File: src/rtl/adc_sdo_emulator.sv
// ADC SDO responder: synchronizes per-group CNV_n/SCK strobes and shifts
// deterministic pattern words out on the SDO lanes, MSB first.
`timescale 1ns/1ps
module adc_sdo_emulator #(
    parameter int unsigned N_SCK       = 4,
    parameter int unsigned N_SDO       = 8,
    parameter int unsigned DATA_W      = 16,
    parameter int unsigned SYNC_STAGES = 2
) (
    input  logic              clk,
    input  logic              rst_n,
    input  logic              i_enable,
    input  logic [1:0]        i_mode,
    input  logic [DATA_W-1:0] i_const,
    input  logic              i_clr,
    input  logic [N_SCK-1:0]  i_adc_cnv_n,
    input  logic [N_SCK-1:0]  i_adc_sck,
    output logic [N_SDO-1:0]  o_adc_sdo,
    output logic [31:0]       o_conv_count,
    output logic [N_SCK-1:0]  o_overrun
);
    localparam int unsigned LPG   = N_SDO / N_SCK;
    localparam int unsigned REM_W = $clog2(DATA_W);
    localparam int unsigned TAG_W = DATA_W - 4;

    typedef enum logic {S_IDLE, S_SHIFT} state_e;

    logic [N_SCK-1:0]  cnv_sync_q [SYNC_STAGES];
    logic [N_SCK-1:0]  sck_sync_q [SYNC_STAGES];
    logic [N_SCK-1:0]  cnv_prev_q, sck_prev_q;
    logic [N_SCK-1:0]  cnv_fall_c, sck_fall_c;

    state_e            state_q     [N_SCK];
    state_e            state_d     [N_SCK];
    logic [REM_W-1:0]  rem_q       [N_SCK];
    logic [REM_W-1:0]  rem_d       [N_SCK];
    logic [DATA_W-1:0] frame_cnt_q [N_SCK];
    logic [DATA_W-1:0] frame_cnt_d [N_SCK];
    logic [DATA_W-1:0] shreg_q     [N_SDO];
    logic [DATA_W-1:0] shreg_d     [N_SDO];
    logic [DATA_W-1:0] word_c;
    logic [N_SDO-1:0]  sdo_q, sdo_d;
    logic [31:0]       conv_count_q, conv_count_d;
    logic [N_SCK-1:0]  overrun_q, overrun_d;

    // Pattern word for one lane, based on the group's frame count before increment
    function automatic logic [DATA_W-1:0] pattern_word(
        input logic [1:0]        mode,
        input logic [DATA_W-1:0] cst,
        input logic [DATA_W-1:0] cnt,
        input int unsigned       lane
    );
        logic [DATA_W-1:0] w;
        w = '0;
        case (mode)
            2'd0:    w = cnt + DATA_W'(lane);
            2'd1:    w = cst;
            2'd2:    for (int unsigned b = 0; b < DATA_W; b++) w[b] = 1'(b) ^ cnt[0];
            default: w = {4'(lane), cnt[TAG_W-1:0]};
        endcase
        return w;
    endfunction

    // Strobe synchronizers plus one edge-detect register per signal
    always_ff @(posedge clk or negedge rst_n) begin
        if (!rst_n) begin
            for (int unsigned s = 0; s < SYNC_STAGES; s++) begin
                cnv_sync_q[s] <= '1;
                sck_sync_q[s] <= '0;
            end
            cnv_prev_q <= '1;
            sck_prev_q <= '0;
        end else begin
            cnv_sync_q[0] <= i_adc_cnv_n;
            sck_sync_q[0] <= i_adc_sck;
            for (int unsigned s = 1; s < SYNC_STAGES; s++) begin
                cnv_sync_q[s] <= cnv_sync_q[s-1];
                sck_sync_q[s] <= sck_sync_q[s-1];
            end
            cnv_prev_q <= cnv_sync_q[SYNC_STAGES-1];
            sck_prev_q <= sck_sync_q[SYNC_STAGES-1];
        end
    end

    assign cnv_fall_c = cnv_prev_q & ~cnv_sync_q[SYNC_STAGES-1];
    assign sck_fall_c = sck_prev_q & ~sck_sync_q[SYNC_STAGES-1];

    // Per-group IDLE/SHIFT next state; a convert edge always beats a shift edge
    always_comb begin
        state_d      = state_q;
        rem_d        = rem_q;
        frame_cnt_d  = frame_cnt_q;
        shreg_d      = shreg_q;
        sdo_d        = sdo_q;
        conv_count_d = conv_count_q;
        overrun_d    = overrun_q;
        word_c       = '0;
        if (i_clr) begin
            conv_count_d = '0;
            overrun_d    = '0;
        end
        for (int unsigned g = 0; g < N_SCK; g++) begin
            if (!i_enable) begin
                state_d[g] = S_IDLE;
                rem_d[g]   = '0;
                for (int unsigned k = 0; k < LPG; k++) sdo_d[g*LPG+k] = 1'b0;
            end else if (cnv_fall_c[g]) begin
                if (state_q[g] == S_SHIFT) overrun_d[g] = 1'b1;
                for (int unsigned k = 0; k < LPG; k++) begin
                    word_c = pattern_word(i_mode, i_const, frame_cnt_q[g], g*LPG+k);
                    shreg_d[g*LPG+k] = word_c;
                    sdo_d[g*LPG+k]   = word_c[DATA_W-1];
                end
                rem_d[g]       = REM_W'(DATA_W-1);
                frame_cnt_d[g] = frame_cnt_q[g] + DATA_W'(1);
                state_d[g]     = S_SHIFT;
                if (g == 0 && !i_clr) conv_count_d = conv_count_q + 32'd1;
            end else if (sck_fall_c[g]) begin
                if (state_q[g] == S_SHIFT) begin
                    if (rem_q[g] == '0) begin
                        state_d[g] = S_IDLE;
                        for (int unsigned k = 0; k < LPG; k++) sdo_d[g*LPG+k] = 1'b0;
                    end else begin
                        rem_d[g] = rem_q[g] - REM_W'(1);
                        for (int unsigned k = 0; k < LPG; k++) begin
                            shreg_d[g*LPG+k] = shreg_q[g*LPG+k] << 1;
                            sdo_d[g*LPG+k]   = shreg_q[g*LPG+k][DATA_W-2];
                        end
                    end
                end else begin
                    overrun_d[g] = 1'b1;
                    for (int unsigned k = 0; k < LPG; k++) sdo_d[g*LPG+k] = 1'b0;
                end
            end
        end
    end

    always_ff @(posedge clk or negedge rst_n) begin
        if (!rst_n) begin
            for (int unsigned g = 0; g < N_SCK; g++) begin
                state_q[g]     <= S_IDLE;
                rem_q[g]       <= '0;
                frame_cnt_q[g] <= '0;
            end
            for (int unsigned v = 0; v < N_SDO; v++) shreg_q[v] <= '0;
            sdo_q        <= '0;
            conv_count_q <= '0;
            overrun_q    <= '0;
        end else begin
            state_q      <= state_d;
            rem_q        <= rem_d;
            frame_cnt_q  <= frame_cnt_d;
            shreg_q      <= shreg_d;
            sdo_q        <= sdo_d;
            conv_count_q <= conv_count_d;
            overrun_q    <= overrun_d;
        end
    end

    assign o_adc_sdo    = sdo_q;
    assign o_conv_count = conv_count_q;
    assign o_overrun    = overrun_q;

endmodule

File: config.mk
export PLATFORM = sky130hd
export DESIGN_NAME = adc_sdo_emulator
export DESIGN_NICKNAME = d
export VERILOG_FILES = /design/src/rtl/adc_sdo_emulator.sv
export SDC_FILE = /design/constraint.sdc
export NUM_CORES = 1
export LEC_CHECK = 0
export ABC_AREA = 1
export CORE_UTILIZATION = 35
export DETAILED_ROUTE_END_ITERATION = 6
export GPL_ROUTABILITY_DRIVEN = 0
export SETUP_SLACK_MARGIN = 0.4
export SYNTH_ARGS = -nofsm -noshare
export SYNTH_HDL_FRONTEND = slang
export SYNTH_SLANG_ARGS = --single-unit
export TNS_END_PERCENT = 100
File: constraint.sdc
create_clock -name clk -period 2.1 [get_ports clk]
set_input_delay 0.63 -clock clk [delete_from_list [all_inputs] [get_ports clk]]
set_output_delay 0.63 -clock clk [all_outputs]
set_load 0.02 [all_outputs]
Yosys cells after proc, flatten, opt, wreduce, memory -nomap -nowiden
Cells that the tools add are included.
Widths: inputs -> output; s select.
{"block": "classes", "n_addsub": 15, "n_mul": 0, "div_mod_pow": 0, "n_lt_le_gt_ge": 0, "n_eq_ne": 18, "shifts": 0, "mux": 109, "bitwise_logic": 8, "reduce_logical": 25}
{"op": "$mux 31", "count": 16}
{"op": "$pmux 16 s3", "count": 8}
{"op": "$mux 32", "count": 4}
{"op": "$mux 4", "count": 21}
{"op": "$add 16x1->16 const B", "count": 4}
{"op": "$add 16x3->16 const B", "count": 4}
{"op": "$mux 1", "count": 40}
{"op": "$mux 2", "count": 20}
{"op": "$add 16x2->16 const B", "count": 2}
{"op": "$add 32x1->32 const B", "count": 1}
{"op": "$ne 3x1->1 const B", "count": 8}
{"op": "$logic_not 4->1", "count": 4}
{"op": "$reduce_and 4->1", "count": 4}
{"op": "$reduce_bool 2->1", "count": 8}
{"op": "$sub 4x1->4 const B", "count": 4}
{"op": "$ne 3x3->1 const B", "count": 4}
{"op": "$reduce_and 3->1", "count": 4}
{"op": "$and 4x4->4", "count": 2}
{"op": "$ne 2x2->1 const B", "count": 4}
{"op": "$not 4->4", "count": 2}
{"op": "$reduce_and 2->1", "count": 4}
{"op": "$not 1->1", "count": 4}
{"op": "$eq 2x1->1 const B", "count": 1}
{"op": "$eq 2x2->1 const B", "count": 1}
{"op": "$logic_not 2->1", "count": 1}
{"block": "totals", "regBits": 272, "latch_bits": 0, "mem_bits_rw": 0, "romBits": 0, "input_bits": 30, "out_inout_bits": 44, "elab_cells": 207, "n_memories": 0}

Depth between registers and ports, before layout
Gate-level depths: netlist (run 1).
{"block": "logic_depth", "ltp_word": 6, "ltp_mapped": 12, "mapped_depth_nobuf": 11}

Worst setup path after synthesis (run 1)
Ideal clock, no wire load.
{"block": "synth_path", "path_kind": "flip-flop to flip-flop", "startpoint": "reg conv_count_q[0], in the netlist o_conv_count[0]", "endpoint": "reg conv_count_q[16], in the netlist o_conv_count[16]", "setup_time_ns": 0.127, "arrival_ns": 1.601, "slack_ns": 0.372, "path_stages_with_launch": 9, "path_buffers": 0, "synth_period_minus_slack_ns": 1.728, "path_cell_list": "dfrtp_1 -> ha_1 -> nand3_1 -> nor2_2 -> nand4_2 -> nor2_2 -> inv_2 -> o21ai_1 -> a21oi_1"}
{"block": "synth_via", "elab_chain_cells": 4}
{"item": "start, declared", "line_no": "43", "text": "logic [31:0] conv_count_q, conv_count_d;"}
{"item": "start signal, assigned", "line_no": "155", "text": "conv_count_q <= conv_count_d;"}
{"item": "$add 32x1->32", "line_no": "117", "text": "if (g == 0 && !i_clr) conv_count_d = conv_count_q + 32'd1;"}
{"item": "$mux 32", "line_no": "117"}
{"item": "$mux 32", "line_no": "107", "text": "end else if (cnv_fall_c[g]) begin"}
{"item": "$mux 32", "line_no": "103", "text": "if (!i_enable) begin"}
{"item": "via conv_count_d[16]", "line_no": "43"}
The timed path passes the listed nets, and every way through them passes these cells.
A chain may end at the register's enable or synchronous reset.

Worst setup path in the final report (run 1)
{"block": "layout_path", "startpoint": "reg cnv_prev_q[3]", "endpoint": "reg shreg_q[6] in the netlist's numbering"}
{"block": "layout_via", "elab_chain_cells": 3, "elab_cells_between_ends": 6}
{"item": "start, declared", "line_no": "30", "text": "logic [N_SCK-1:0] cnv_prev_q, sck_prev_q;"}
{"item": "start signal, assigned", "line_no": "80", "text": "cnv_prev_q <= cnv_sync_q[SYNC_STAGES-1];"}
{"item": "$and 4x4->4 *", "line_no": "85", "text": "assign cnv_fall_c = cnv_prev_q & ~cnv_sync_q[SYNC_STAGES-1];"}
{"item": "$ne 2x2->1 (no source line) or $reduce_bool 2->1 (tied branches)"}
{"item": "$reduce_and 4->1 (no source line)"}
{"item": "end signal, assigned", "line_no": "153", "text": "shreg_q <= shreg_d;"}
{"item": "end, declared", "line_no": "39", "text": "logic [DATA_W-1:0] shreg_q [N_SDO];"}
Mark *: on every way between the ends. The rest lies on a longest branch, timed or not.

==> parameters.txt, run 1 <==
Parameter                              Value

Run status
  Status    finished, final reports clean

Yosys
  Count of flip-flops with a built-in enable after synthesis    0
  Commonest cells in the netlist    622 x sky130_fd_sc_hd__nand2_1, 328 x sky130_fd_sc_hd__nor2_1, 260 x sky130_fd_sc_hd__dfrtp_1, 260 x sky130_fd_sc_hd__inv_1, 198 x sky130_fd_sc_hd__o21ai_0
  Post-Syn Area    16400 um^2
  Cell type with the largest total area after synthesis    sky130_fd_sc_hd__dfrtp_1
  Async set-or-reset flop fraction in the synthesized netlist    100%
  Share of the yosys chip area belonging to registers    41.7%
  Number of distinct standard cells referenced by the synthesized netlist    41
  Yosys top cell area share    39.7%
  Count of mapped cells out of synthesis    2360
  Yosys warns    0
  Syn nets    2408
  Most used flip-flop cell after synthesis    sky130_fd_sc_hd__dfrtp_1
  Average footprint of a synthesized cell    6.94 um^2
  Flops & latches, synth    272
  Cell types with the largest area share after synthesis    sky130_fd_sc_hd__dfrtp_1 40%, sky130_fd_sc_hd__nand2_1 14%, sky130_fd_sc_hd__nor2_1 7.5%
  Most frequent cell after synthesis    sky130_fd_sc_hd__nand2_1

Global route
  Maximum number of pins on one net before global-route repair    54
  Grt met1 use    30.8%
  Layer with the highest usage after global routing    met2
  Global-route wire length before repair    85100 um
  Tot GR Track Use    22.2%
  GR met2 Demand/Resource    35.2%
  Vias in the first global route    16.3k
  Overall overflow remaining after global route    0
  Met3 GRT Util    2.77%
  Antenna violations before repair    0

Setup path
  Type of the worst setup path    flip-flop to flip-flop
  Critical Path Sink Type    flip-flop
  Largest fanout of any net on the critical path    10
  Launching element type of the critical path    flip-flop
  Arrival time at the worst endpoint    2210 ps
  Data required time of the critical path    2530 ps

Detailed routing
  Routed Antenna Nets    0
  DRC violations left    0
  Routed wirelength normalized by instance count    16.4 um
  Vias after detailed routing    17.2k
  Overall routed net length    54200 um
  Drt first pass iters    5
  Number of violations reported at the end of detailed-routing iteration 0    1321
  Vias per cell    5.19

Clocking
  Hold-fix buffers, CTS    0
  Buffer cell driving the clock tree root    sky130_fd_sc_hd__clkbuf_16
  Clock input transition at the sequential cells of the worst setup and hold paths    60 ps
  Number of H-tree levels    2
  Num CTS Buffers    34
  Sink count of the clock tree    272
  CTS tree    built
  Maximum clock insertion buffer count    3
  Clock latency at the later pin of the worst-skew pair    550 ps

Final layout
  Filler cell count in the final layout    4310
  Area grow syn2layout    40.3%
  Nets    2729
  Layout Cell Area excl Fill    23000 um^2
  Fraction of layout cells with a size suffix above 1    26.8%
  Antenna cells    0

Power and ir drop
  Power density relative to cell area    839 nW/um^2
  P_leak    0.0108 uW
  Peak supply drop    0.509 mV

Worst hold path
  Hold Path Class    primary input to asynchronous set/reset pin

Floorplanning
  FP Rows    78
  Effective utilization at floorplan    35.8%
  Die extent in x    218 um
  Overall die area    47700 um^2
  Overall die height    218 um
  Number of top-level pins    74
  Area inside the core boundary    45800 um^2

Timing
  Actual transition at the worst max-transition pin    518 ps
  Number of endpoints failing setup at the final stage    0
  Final-layout setup total negative slack    0 ps
  Final max-slew violation count    0
  Unrepaired setup endpoints after global routing    true
  Max Freq    561 MHz
  Relative slew slack    65.5%
  Endpoints failing hold    0
  Final critical path time including I/O delays and setup    1780 ps
  Final clock period utilization by the worst path    84.8%
  Final clock skew    22.1 ps

Job
  Number of max-cap violations    0

Placed design
  Dpl cell area    19100 um^2
  Quantity of I/O buffers inserted on ports    73
  Half-perimeter wire length after placement    37300 um
## logic make-up (layout without fill, tap and decap cells)
group	count (synthesis)	in the layout	synth area share, %
XOR/XNOR	51	51	2.73
AO/OA/AOI/OAI	421	421	13.8
AND/OR/NAND/NOR	1239	1239	31.6
flip-flops	272	272	41.7
buffers and inverters	359	702	8.82
adder cells (fa/ha/maj)	18	18	1.38
## worst max-delay path: stages (launching register included)
cell and delay (ps):
sky130_fd_sc_hd__dfstp_2 520, sky130_fd_sc_hd__inv_2 40, sky130_fd_sc_hd__nor2_4 190, sky130_fd_sc_hd__buf_6 150, sky130_fd_sc_hd__inv_4 50, sky130_fd_sc_hd__nand2_4 70
sky130_fd_sc_hd__nand3_4 120, sky130_fd_sc_hd__buf_12 190, sky130_fd_sc_hd__buf_16 150, sky130_fd_sc_hd__nor3_2 100, sky130_fd_sc_hd__a22oi_1 80
## cell usage in the layout (no fill, tap or decap), types with 12 or more instances in the layout
| master | instances |
|---|---|
| sky130_fd_sc_hd__nand2_1 | 578 |
| sky130_fd_sc_hd__nor3_1 | 23 |
| sky130_fd_sc_hd__dfrtp_1 | 235 |
| sky130_fd_sc_hd__clkdlybuf4s50_1 | 25 |
| sky130_fd_sc_hd__o21ai_1 | 37 |
| sky130_fd_sc_hd__buf_4 | 228 |
| sky130_fd_sc_hd__buf_6 | 59 |
| sky130_fd_sc_hd__o211ai_1 | 12 |
| sky130_fd_sc_hd__o21ai_0 | 161 |
| sky130_fd_sc_hd__dfstp_2 | 12 |
| sky130_fd_sc_hd__nand2_4 | 13 |
| sky130_fd_sc_hd__nor2_1 | 256 |
| sky130_fd_sc_hd__nor3_2 | 45 |
| sky130_fd_sc_hd__nor3_4 | 14 |
| sky130_fd_sc_hd__nand4_1 | 23 |
| sky130_fd_sc_hd__inv_1 | 240 |
| sky130_fd_sc_hd__a22oi_1 | 26 |
| sky130_fd_sc_hd__clkbuf_16 | 46 |
| sky130_fd_sc_hd__inv_2 | 23 |
| sky130_fd_sc_hd__nor2_2 | 51 |
| sky130_fd_sc_hd__buf_12 | 36 |
| sky130_fd_sc_hd__nand3_1 | 129 |
| sky130_fd_sc_hd__nor2_4 | 35 |
| sky130_fd_sc_hd__dfrtp_2 | 25 |
| sky130_fd_sc_hd__a31oi_1 | 25 |
| sky130_fd_sc_hd__xor2_1 | 48 |
| sky130_fd_sc_hd__a21oi_1 | 128 |
| sky130_fd_sc_hd__nand2_2 | 38 |
## layout make-up
cell class,count,area (um^2),area share (%)
Clock buffer,52,1060,4.62
Timing Repair Buffer,369,3810,16.6
Inverter,273,1080,4.70
Sequential cell,272,6850,29.8
Clock inverter,6,61.3,0.267
Multi-Input combinational cell,1729,9340,40.7
Timing Repair inverter,2,15.0,0.0654
Tap cell,600,751,3.27
## through the flow
| stage | std cells | hold WS (ps) | setup slack [ps] | power [uW] | util (%) |
|---|---|---|---|---|---|
| 2_1_floorplan | 2360 | 331 | 414 | 10200 | - |
| 3_3_place_gp | 3125 | 336 | -433 | 11800 | 41.8 |
| 3_5_place_dp | 3125 | 335 | -484 | 11900 | 41.8 |
| 4_1_cts | 3240 | 37.5 | 313 | 18300 | 46.7 |
| 5_1_grt | 3303 | 56.4 | 240 | 20400 | 50.2 |
| 6_report | 3303 | 40.0 | 319 | 19300 | 50.2 |
## power by group
part | total (uW) | internal, uW | switching (uW)
registers | 7140 | 6320 | 815
logic | 6170 | 2480 | 3680
clock network | 5960 | 3600 | 2360
## routing by layer
layer	routed length (um)	part of all wire [%]
met1	24500	45
met2	24400	45
met3	3500	6.4
met4	1900	3.5
met5	0	0
## flip-flops by register name, summed over array words and instances (netlist names), 8 cells and up
name / count
rem_q: 16
o_conv_count: 32
shreg_q: 120
o_adc_sdo: 8
sck_sync_q: 8
frame_cnt_q: 64
cnv_sync_q: 8
## worst paths after layout
check                                   start  slack, ps  cells past startpoint               to
worst max-delay path            cnv_prev_q[3]        320                     10       shreg_q[6]
min in group clk                sck_sync_q[4]        350                      0    sck_sync_q[0]
worst min-delay path                    rst_n         40                      1        rem_q[14]
max in group asynchronous               rst_n       1380                      2  frame_cnt_q[48]
worst max register to register  cnv_prev_q[3]        320                     10       shreg_q[6]
worst min register to register  sck_sync_q[4]        350                      0    sck_sync_q[0]
## what timing repair did
action / in CTS / in global routing
cloned: 6 / 11
resized for setup: 405 / 288
endpoints found under the setup margin: 234 / 233
buffers inserted: 51 / 52
endpoints found under the hold margin: 0 / 0
pin swaps: 26 / 51
Power figures use the tool's default switching activity.
==> inputs of run 2 (changes only) <==
==> constraint.sdc (replaced) <==
create_clock -name clk -period 1.58 [get_ports clk]
set_input_delay 0.474 -clock clk [delete_from_list [all_inputs] [get_ports clk]]
set_output_delay 0.474 -clock clk [all_outputs]
set_load 0.02 [all_outputs]
==> run 2 against run 1 <==
  * The flow now finishes with violations (setup timing)
  * Utilization rose by 9.0 points
  * Combinational power grew 86%
  * Setup slack worse by 470 ps
  * Clock power up 41%
  * Sequential power up 34%
  * Design area is 18% higher
  * Non-clock buffer count rose by 166
  * Clock-buffer cell count is 4 higher
  * Global-route usage increased by 2.3 points
  * Critical path type unchanged
  * Largest cell class unchanged
==> parameters.txt, run 2 (synthesized netlist as in run 1, its figures left out) <==
Parameter                              Value

Floorplanning
  Die extent in x    218 um (unchanged)
  Number of top-level pins    74 (unchanged)
  Overall die area    47700 um^2 (unchanged)
  Overall die height    218 um (unchanged)
  FP Rows    78 (unchanged)
  Effective utilization at floorplan    35.8% (unchanged)
  Area inside the core boundary    45800 um^2 (unchanged)

Detailed routing
  DRC violations left    0 (unchanged)
  Vias after detailed routing    18.6k (+8.3%)
  Drt first pass iters    5 (unchanged)
  Overall routed net length    62800 um (+16%)
  Routed wirelength normalized by instance count    18.0 um (+9.9%)
  Routed Antenna Nets    0 (unchanged)
  Vias per cell    5.34 (+2.8%)
  Number of violations reported at the end of detailed-routing iteration 0    1632 (+24%)

Final layout
  Max FFs per register    120 (unchanged)
  Fraction of layout cells with a size suffix above 1    43.5% (+17 points)
  Most frequent standard cell in the layout excluding fill and tap cells    sky130_fd_sc_hd__nand2_1
  Antenna cells    0 (unchanged)
  Largest register by flop count    shreg_q
  Nets    2902 (+6.3%)
  Area grow syn2layout    65.3%
  Leading cell types in the layout, fill and taps excluded    486 x sky130_fd_sc_hd__nand2_1, 305 x sky130_fd_sc_hd__buf_4, 219 x sky130_fd_sc_hd__inv_1, 219 x sky130_fd_sc_hd__dfrtp_1, 203 x sky130_fd_sc_hd__nor2_1

Clocking
  Num CTS Buffers    36 (+5.9%)
  Maximum clock insertion buffer count    3 (unchanged)
  Number of H-tree levels    2 (unchanged)
  CTS tree    built
  Sink count of the clock tree    272 (unchanged)
  Clock latency at the later pin of the worst-skew pair    560 ps (about the same)
  Buffer cell driving the clock tree root    sky130_fd_sc_hd__clkbuf_16
  Clock input transition at the sequential cells of the worst setup and hold paths    60 ps (about the same)

Timing
  Unrepaired setup endpoints after global routing    true
  Relative slew slack    68.9% (+3.5 points)
  Final critical path time including I/O delays and setup    1730 ps (-52.2 ps)
  Max Freq    578 MHz (+3.0%)
  Minimum setup slack in the final design    -149 ps (-468 ps)
  Number of endpoints failing setup at the final stage    150 (+150)
  Endpoints failing hold    0 (unchanged)
  Final max-slew violation count    0 (unchanged)
  Final clock skew    19.1 ps (-3.08 ps)
  Final clock period utilization by the worst path    109% (+25 points)
  Final-layout setup total negative slack    -6360 ps (-6360 ps)
  Actual transition at the worst max-transition pin    462 ps (-56.0 ps)

Setup path
  Type of the worst setup path    flip-flop to flip-flop
  Largest fanout of any net on the critical path    5 (-5)
  Arrival time at the worst endpoint    2170 ps (-40 ps)
  Launching element type of the critical path    flip-flop
  Critical Path Sink Type    flip-flop
  Data required time of the critical path    2020 ps (-510 ps)

Power and ir drop
  Power density relative to cell area    1090 nW/um^2 (+30%)
  P_leak    0.0124 uW (+15%)
  Peak supply drop    1.01 mV (+98%)

Placed design
  Quantity of I/O buffers inserted on ports    73 (unchanged)
  Half-perimeter wire length after placement    40700 um (+8.9%)
  Setup slack after placement    -818 ps (-334 ps)

Job
  Number of max-cap violations    0 (unchanged)

Global route
  Maximum number of pins on one net before global-route repair    45 (-17%)
  Antenna violations before repair    0 (unchanged)
  Overall overflow remaining after global route    0 (unchanged)
  Global-route wire length before repair    93200 um (+9.5%)
  Vias in the first global route    17.7k (+8.9%)
  Tot GR Track Use    24.6% (+2.3 points)

Worst hold path
  Hold Path Class    primary input to flip-flop

Run status
  Violated checks    setup timing
  Status    complete, but fails checks
## run 2: changes by cell type in the layout (fill, tap and decap cells not counted), sizes merged
| cell | delta |
|---|---|
| bufinv | +1 |
| inv | -3 |
| clkbuf | +2 |
| clkinv | +6 |
| buf | +167 |
| dlygate4sd3 | +1 |
| clkinvlp | +3 |
## run 2: power by group
| group | internal (uW) | leakage, uW | switching [uW] |
|---|---|---|---|
| logic | 5030 | 0.00865 | 6460 |
| clock network | 5130 | 0.000585 | 3240 |
| registers | 8400 | 0.00319 | 1170 |
| total | 18600 | 0.0124 | 10900 |
## run 2: worst paths after layout
kind | endpoint | slack [ps] | cells after the start | startpoint
min in group asynchronous | o_conv_count[20] | 350 | 2 | rst_n
setup reg to reg | o_conv_count[21] | -150 | 8 | o_conv_count[1]
max in group asynchronous | o_adc_sdo[3] | 540 | 4 | rst_n
hold / removal | cnv_sync_q[7] | 340 | 1 | i_adc_cnv_n[3]
hold reg to reg | sck_sync_q[3] | 350 | 0 | sck_sync_q[7]
setup / recovery | o_conv_count[21] | -150 | 8 | o_conv_count[1]
## run 2: stage by stage
step | util (%) | cells | hold slack, ps | instance area [um^2] | power [uW]
after floorplan | - | 2360 | 178 | 17400 | 14100
after global placement | 45.4 | 3241 | 325 | 20800 | 17300
after detailed placement | 45.4 | 3241 | 324 | 20800 | 17400
after CTS | 52.7 | 3402 | 317 | 24100 | 27100
after global routing | 59.1 | 3480 | 327 | 27100 | 30900
final | 59.1 | 3480 | 341 | 27100 | 29400
## run 2: what timing repair did
action	4_1_cts	5_1_grt
pin swaps	64	180
resized for setup	536	599
endpoints found under the hold margin	15	0
hold buffers	1	0
setup endpoints to repair	292	292
setup buffers	78	67
gates cloned	18	11
## run 2: layout make-up
type                       instances  area [um^2]
fill                            3745        18700
multi-input combinational       1729        11400
sequential                       272         6870
timing repair buffer             535         5620
inverter                         273         1140
clock buffer                      56         1110
tap                              600          751
timing repair inverter             7          118
clock inverter                     8         97.6
## run 2: worst max-delay path, cell delays in order (launching register included)
cell and delay (ps):
sky130_fd_sc_hd__dfrtp_2 420, sky130_fd_sc_hd__buf_6 130, sky130_fd_sc_hd__nand3_4 90, sky130_fd_sc_hd__nor3_4 310
sky130_fd_sc_hd__nand2_2 170, sky130_fd_sc_hd__nor2_4 230, sky130_fd_sc_hd__nand3_2 110, sky130_fd_sc_hd__o21ai_2 110
sky130_fd_sc_hd__nor2_1 50
## run 2: layer usage
layer	wire length, um	global-route usage [%]	up-vias
met1	26100	32.7	8999
met5	0	0	-
met4	2310	8.41	0
met3	4280	4.38	162
li1	-	-	8661
met2	30000	39.9	754
